===== src/rtl/fetch_unit.sv =====
// Instruction-fetch stage: owns the PC, fetches words over a req/rvalid
// handshake into the instruction register and retires on each unstalled EXEC.
module fetch_unit #(
  parameter logic [31:0] RESET_PC     = 32'h0000_0000,
  parameter logic [31:0] RETIRED_INIT = 32'h0000_0000
) (
  input  logic        clk,
  input  logic        reset,
  input  logic        PCSrc,
  input  logic [31:0] Result,
  input  logic        stall,
  output logic        imem_req,
  output logic [31:0] imem_addr,
  input  logic        imem_rvalid,
  input  logic [31:0] imem_rdata,
  output logic [31:0] Instr,
  output logic        instr_valid,
  output logic [31:0] PC,
  output logic [31:0] PCPlus4,
  output logic [31:0] PCPlus8,
  output logic [31:0] retired_count
);

  localparam int unsigned XLEN = 32;
  localparam logic [XLEN-1:0] WORD_MASK = ~XLEN'(3);

  typedef enum logic [1:0] {
    S_BOOT  = 2'd0,
    S_FETCH = 2'd1,
    S_EXEC  = 2'd2
  } state_e;

  state_e          state_q, state_d;
  logic [XLEN-1:0] pc_q, pc_d;
  logic [XLEN-1:0] ir_q, ir_d;
  logic [XLEN-1:0] cnt_q, cnt_d;
  logic            req_q, req_d;
  logic            valid_q, valid_d;

  // Next-state, PC, IR and retire counter; handshake flags follow the next state.
  always_comb begin
    state_d = state_q;
    pc_d    = pc_q;
    ir_d    = ir_q;
    cnt_d   = cnt_q;
    case (state_q)
      S_BOOT: state_d = S_FETCH;
      S_FETCH: begin
        if (imem_rvalid) begin
          ir_d    = imem_rdata;
          state_d = S_EXEC;
        end
      end
      S_EXEC: begin
        if (!stall) begin
          pc_d    = PCSrc ? (Result & WORD_MASK) : (pc_q + XLEN'(4));
          cnt_d   = cnt_q + XLEN'(1);
          state_d = S_FETCH;
        end
      end
      default: state_d = S_BOOT;
    endcase
    req_d   = (state_d == S_FETCH);
    valid_d = (state_d == S_EXEC);
  end

  always_ff @(posedge clk) begin
    if (reset) begin
      state_q <= S_BOOT;
      pc_q    <= RESET_PC;
      ir_q    <= '0;
      cnt_q   <= RETIRED_INIT;
      req_q   <= 1'b0;
      valid_q <= 1'b0;
    end else begin
      state_q <= state_d;
      pc_q    <= pc_d;
      ir_q    <= ir_d;
      cnt_q   <= cnt_d;
      req_q   <= req_d;
      valid_q <= valid_d;
    end
  end

  assign imem_req      = req_q;
  assign imem_addr     = pc_q;
  assign instr_valid   = valid_q;
  assign Instr         = ir_q;
  assign PC            = pc_q;
  assign PCPlus4       = pc_q + XLEN'(4);
  assign PCPlus8       = pc_q + XLEN'(8);
  assign retired_count = cnt_q;

endmodule


===== config.mk =====
export PLATFORM = sky130hd
export DESIGN_NAME = fetch_unit
export DESIGN_NICKNAME = d
export VERILOG_FILES = /design/src/rtl/fetch_unit.sv
export SDC_FILE = /design/constraint.sdc
export NUM_CORES = 1
export LEC_CHECK = 0
export CORE_MARGIN = 1
export CORE_UTILIZATION = 36
export CTS_CLUSTER_DIAMETER = 60
export DETAILED_ROUTE_END_ITERATION = 12
export GPL_ROUTABILITY_DRIVEN = 0
export HOLD_SLACK_MARGIN = 0.12
export PLACE_DENSITY = 0.83
export SLEW_MARGIN = 20
export SYNTH_ARGS = -nofsm -noshare
export SYNTH_HDL_FRONTEND = slang
export SYNTH_SLANG_ARGS = --single-unit

===== constraint.sdc =====
create_clock -name clk -period 2.83 [get_ports clk]
set_input_delay 0.849 -clock clk [delete_from_list [all_inputs] [get_ports clk]]
set_output_delay 0.849 -clock clk [all_outputs]
set_load 0.01 [all_outputs]

Word level (Yosys, flattened, before mapping)

Index checks and enable logic that the tools add are counted.

Register bits after elaboration: 100
Word-level logic and storage cells: 21
Bits of input ports: 69
Output and inout port bits: 194

Eq/ne operators: 4
Add/subtract/negate cells: 3
Multiplexer cells: 4
Bitwise logic cells: 1
Reduce and logical (&&, ||, !) cells: 3

Operator list:

| operator                                       | number |
|---|---|
| adder 32 x 1 -> 32 bit (second input constant) | 1 |
| adder 32 x 3 -> 32 bit (second input constant) | 1 |
| adder 32 x 4 -> 32 bit (second input constant) | 1 |
| 2-to-1 mux 32 bit                              | 1 |
| case mux 2 bit (3 select lines)                | 1 |
| == test 2 x 1 -> 1 bit (second input constant) | 2 |
| == test 2 bit (second input constant)          | 2 |
| 2-to-1 mux 2 bit                               | 2 |
| AND reduction 2 bit                            | 2 |
| logical NOT 2 bit                              | 1 |
| NOT 1 bit                                      | 1 |

Depth between registers and ports, before layout

Gate-level depths: netlist (run 1).

Depth in word-level cells: 3
Gate-level depth with buffers: 7
Mapped depth without buffers: 5

Least setup slack after synthesis (run 1)

Ideal clock, no wire load.

Kind: register -> output
Start: reg pc_q[4], in the netlist PC[4]
End: out PCPlus4[31]
Setup slack: -145 ps
Required time: 1981 ps
Data arrival time: 2126 ps
Path buffers: 1
Cell stages (with the launch flop): 7
Cells stage by stage: dfxtp_1 > ha_1 > clkbuf_1 > nand2_1 > nor4_1 > nand2_1 > xnor2_1

Word-level cells in the longest chain between the ends: 1

Ends and longest elaborated chain:

| element                | RTL line | text |
|---|---|---|
| start, declared        | 34       | `logic [XLEN-1:0] pc_q, pc_d;` |
| start signal, assigned | 77       | `pc_q <= pc_d;` |
| adder 32 x 3 -> 32 bit | 90       | `assign PCPlus4 = pc_q + XLEN'(4);` |
| end, declared          | 19       | `output logic [31:0] PCPlus4,` |

No other way between the ends.

Final worst setup path (run 1)

Start: reg pc_q[19], in the netlist PC[19]
End: out PCPlus4[29]

Same word-level chain as after synthesis.

==> results of run 1 <==
## kinds of logic (layout without fill, tap and decap cells)
kind of cell,Yosys count,count (layout),share of synthesized area (%)
AOI/OAI and AO/OA,159,159,16.8
xor gates and xnor gates,63,63,9.14
adders and majority gates,3,3,0.622
buffers and inverters,126,449,10.8
DFF,98,98,32.5
muxes,6,6,1.08
other,1,8,0.0621
and+or+nand+nor,340,340,29.1
## report_power, final
group | switching [W] | internal, W | total [W]
logic | 0.000212 | 0.000236 | 0.000448
registers | 0.0000262 | 0.00141 | 0.00144
clock network | 0.000593 | 0.000702 | 0.00129
## flip-flops by register name (all words and copies together), names as in the netlist
name,flops
Instr,32
retired_count,32
PC,30
state_q,2
imem_req,1
instr_valid,1
## worst reg2reg max path, delay by kind of cell (launching register included)
family / cells / cell delay, ps
AND/OR/NAND/NOR: 2 / 210
adder cells (fa/ha/maj): 1 / 170
buffers and inverters: 5 / 710
flip-flops: 1 / 370
AO/OA/AOI/OAI: 2 / 530
## worst max path at each step
| stage | start | endpoint | slack [ps] | cells after the start |
|---|---|---|---|---|
| 2_1_floorplan | PC[11]$_SDFFE_PP0P_ | PCPlus4[29] | 2 | 6 |
| 3_3_place_gp | PC[19]$_SDFFE_PP0P_ | PCPlus4[29] | -340 | 5 |
| 3_5_place_dp | PC[19]$_SDFFE_PP0P_ | PCPlus4[29] | -360 | 5 |
| 4_1_cts | PC[19]$_SDFFE_PP0P_ | PCPlus4[29] | -220 | 5 |
| 5_1_grt | PC[19]$_SDFFE_PP0P_ | PCPlus4[24] | -290 | 7 |
| 6_report | PC[19]$_SDFFE_PP0P_ | PCPlus4[29] | -210 | 5 |
## metal layers
metal	wire length, um	part of all wire (%)	global-route usage, %	up-vias
met2	11900	49	44.5	486
met1	8990	37	29.9	3465
met5	0	0	0	-
met3	2380	9.8	7.06	98
li1	-	-	-	3443
met4	1020	4.2	12.1	0
## Yosys cell counts, types with 3 or more instances
| cell | number |
|---|---|
| dfxtp_1 | 98 |
| inv_1 | 14 |
| clkbuf_1 | 47 |
| nor2_1 | 46 |
| nand3_1 | 32 |
| nor2b_1 | 7 |
| buf_4 | 43 |
| a21oi_1 | 67 |
| or2_2 | 5 |
| xor2_1 | 25 |
| o2bb2ai_1 | 4 |
| or4_1 | 18 |
| buf_2 | 5 |
| nor3b_1 | 4 |
| nand4b_1 | 3 |
| xnor2_1 | 38 |
| nor3_1 | 22 |
| nand3b_1 | 5 |
| or3_1 | 7 |
| o21a_1 | 5 |
| a22oi_1 | 9 |
| o211ai_1 | 6 |
| nor4_1 | 18 |
| and2_1 | 4 |
| nand4_1 | 33 |
| buf_1 | 14 |
| o41ai_1 | 4 |
| nand2_1 | 112 |
| o31ai_1 | 17 |
| a211oi_1 | 3 |
| a31oi_1 | 11 |
| and3_1 | 6 |
| ha_1 | 3 |
| o32ai_1 | 3 |
| and4_1 | 10 |
| mux2_2 | 4 |
| o21ai_0 | 15 |
## timing repair
item	4_1_cts	5_1_grt
pin swaps	21	30
gates resized for setup	233	73
buffers inserted	28	25
setup endpoints to repair	50	44
## final cells by class
type,count,share of cell area [%]
Clock buffer,9,2.18
Inverter,15,0.545
Clock inverter,7,0.824
Sequential cell,98,19.3
Tap cell,216,2.62
Multi-Input combinational cell,579,38.8
Timing Repair Buffer,418,35.7
## per-stage QoR
step           utilization [%]  hold WS (ps)  setup slack, ps  setup TNS [ps]  std cells
3_3_place_gp              57.0           441             -340           -3620       1276
2_1_floorplan                -           481             2.06               0        803
5_1_grt                   64.1           477             -287           -3290       1342
3_5_place_dp              57.0           447             -364           -4390       1276
6_report                  64.1           457             -207           -1510       1342
4_1_cts                   61.5           456             -220            -988       1320
==> results.tsv, run 1 <==
metric	value	unit
outcome	finished with violations	
failing checks	negative setup slack	
CTS tree	built	
r2r setup slk	710	ps
clock-pin slew on the worst setup and hold paths	70	ps
CP max stage delay	570	ps
crit start category	register	
Worst EP arrival	2190	ps
Worst path top cell family by delay	simple AND/OR/NAND/NOR gates	
slowest cell on the critical path	or4_4	
vias in the first global route	6962	
final setup vio count	19	
commonest non-fill, non-tap cells in the layout	clkdlybuf4s50_1, buf_4, nand2_1, dfxtp_1, a21oi_1	
worst min-delay path class	reg -> reg	
synth top area cells	dfxtp_1, nand2_1, a21oi_1	
synth warn	0	
Avg Inst Size Synth	7.58	um2
WS Path Type	reg -> out	
num ports	263	
Leak	4.16	nW
# rows	46	
max-cap violations	0	
Die Y	131	um
Worst Skew	10.7	ps
Tot GR Track Use	26.0	%
nets	1193	
Critical Path, Cell by Cell	nand4_4 > or4_4 > or4_4 > xnor2_4 > buf_6	
ys flop type	dfxtp_1	
DR iter-0 viols	564	
largest area contributor in the netlist	dfxtp_1	
Post-DP HPWL	15900	um
VDD IR-drop max	260	uV
Power Total	0.00318	W
Critical Path Fanout Max	2	
Sink Count	98	
Slew Limit Fails	0	
largest net degree at the start of global routing	60	
Port Buffers	252	
Setup crit end kind	output port	
starting density of the core	37.4	%
Post-synth EDFFs	0	
Final Cell Area	0.0103	mm2
post-synthesis cell type count	59	
hold path cells	2	
share of cells above drive strength 1	28.6	%
initial antenna violation count	0	
pwr/cell area	308	mW/mm2
Seq/Total Area, Yosys	32.5	%
Final period util	107	%
worst skew pair latency	350	ps
CORE AREA	0.0161	mm2
vias per inst	5.58	
routed len/inst	18.1	um
Die ar.	0.0173	mm2
Post-DRT Antenna Nets	0	
Final min period	3040	ps
Hold Buf Count CTS	0	
asr flop ratio synth	0	%
commonest non-fill, non-tap cell in the layout	clkdlybuf4s50_1	
total gr overflow	0	
total CTS buffers	9	
cells after synthesis	796	
final count of hold timing violations	0	
# diodes	0	
first-pass GRT wire length	36000	um
Die X	131	um
Max clock buf depth	2	
buffers and inverters on the worst path	1	
measured slew at the worst slew-check pin	651	ps
# DRC	0	
Slew HR	56.6	%
Sequential cell area	0.00199	mm2
hold path startpoint	Instr[30]$_SDFFE_PP0P_	
Cell Area, Synth	0.00603	mm2
Layout fillers	1274	
R2R cell count	10	
post-placement cell area	0.00918	mm2
setup slack after layout	-207	ps
root buf cell	clkbuf_16	
Synth-to-Final Area Change	71.1	%
Crit path required time	1980	ps
Max Clk Rate	329	MHz
Synth Register Bits	98	
Detailed Routing Iterations Pass 1	6	
RR Startpoint	PC[3]$_SDFFE_PP0P_	
crit-path most repeated cell	or4_4	
post-synth top area share	32.5	%
Worst R2R End	PC[15]$_SDFFE_PP0P_	
Total Routed Length	24300	um
unrepaired setup endpoints after global routing	yes	
Worst Hold End	Instr[30]$_SDFFE_PP0P_	
H-tree depth	3	
area of the multi-input gates	0.00401	mm2
detailed-route via count	7492	
Power figures use the tool's default switching activity.
==> run 2: changes to the inputs <==
--- a/config.mk
+++ b/config.mk
@@ -7,7 +7,6 @@
 export LEC_CHECK = 0
 export CORE_MARGIN = 1
 export CORE_UTILIZATION = 36
-export CTS_CLUSTER_DIAMETER = 60
 export DETAILED_ROUTE_END_ITERATION = 12
 export GPL_ROUTABILITY_DRIVEN = 0
 export HOLD_SLACK_MARGIN = 0.12
==> results of run 2 <==
No change in the layout: final DEF, timing and power equal those of run 1.
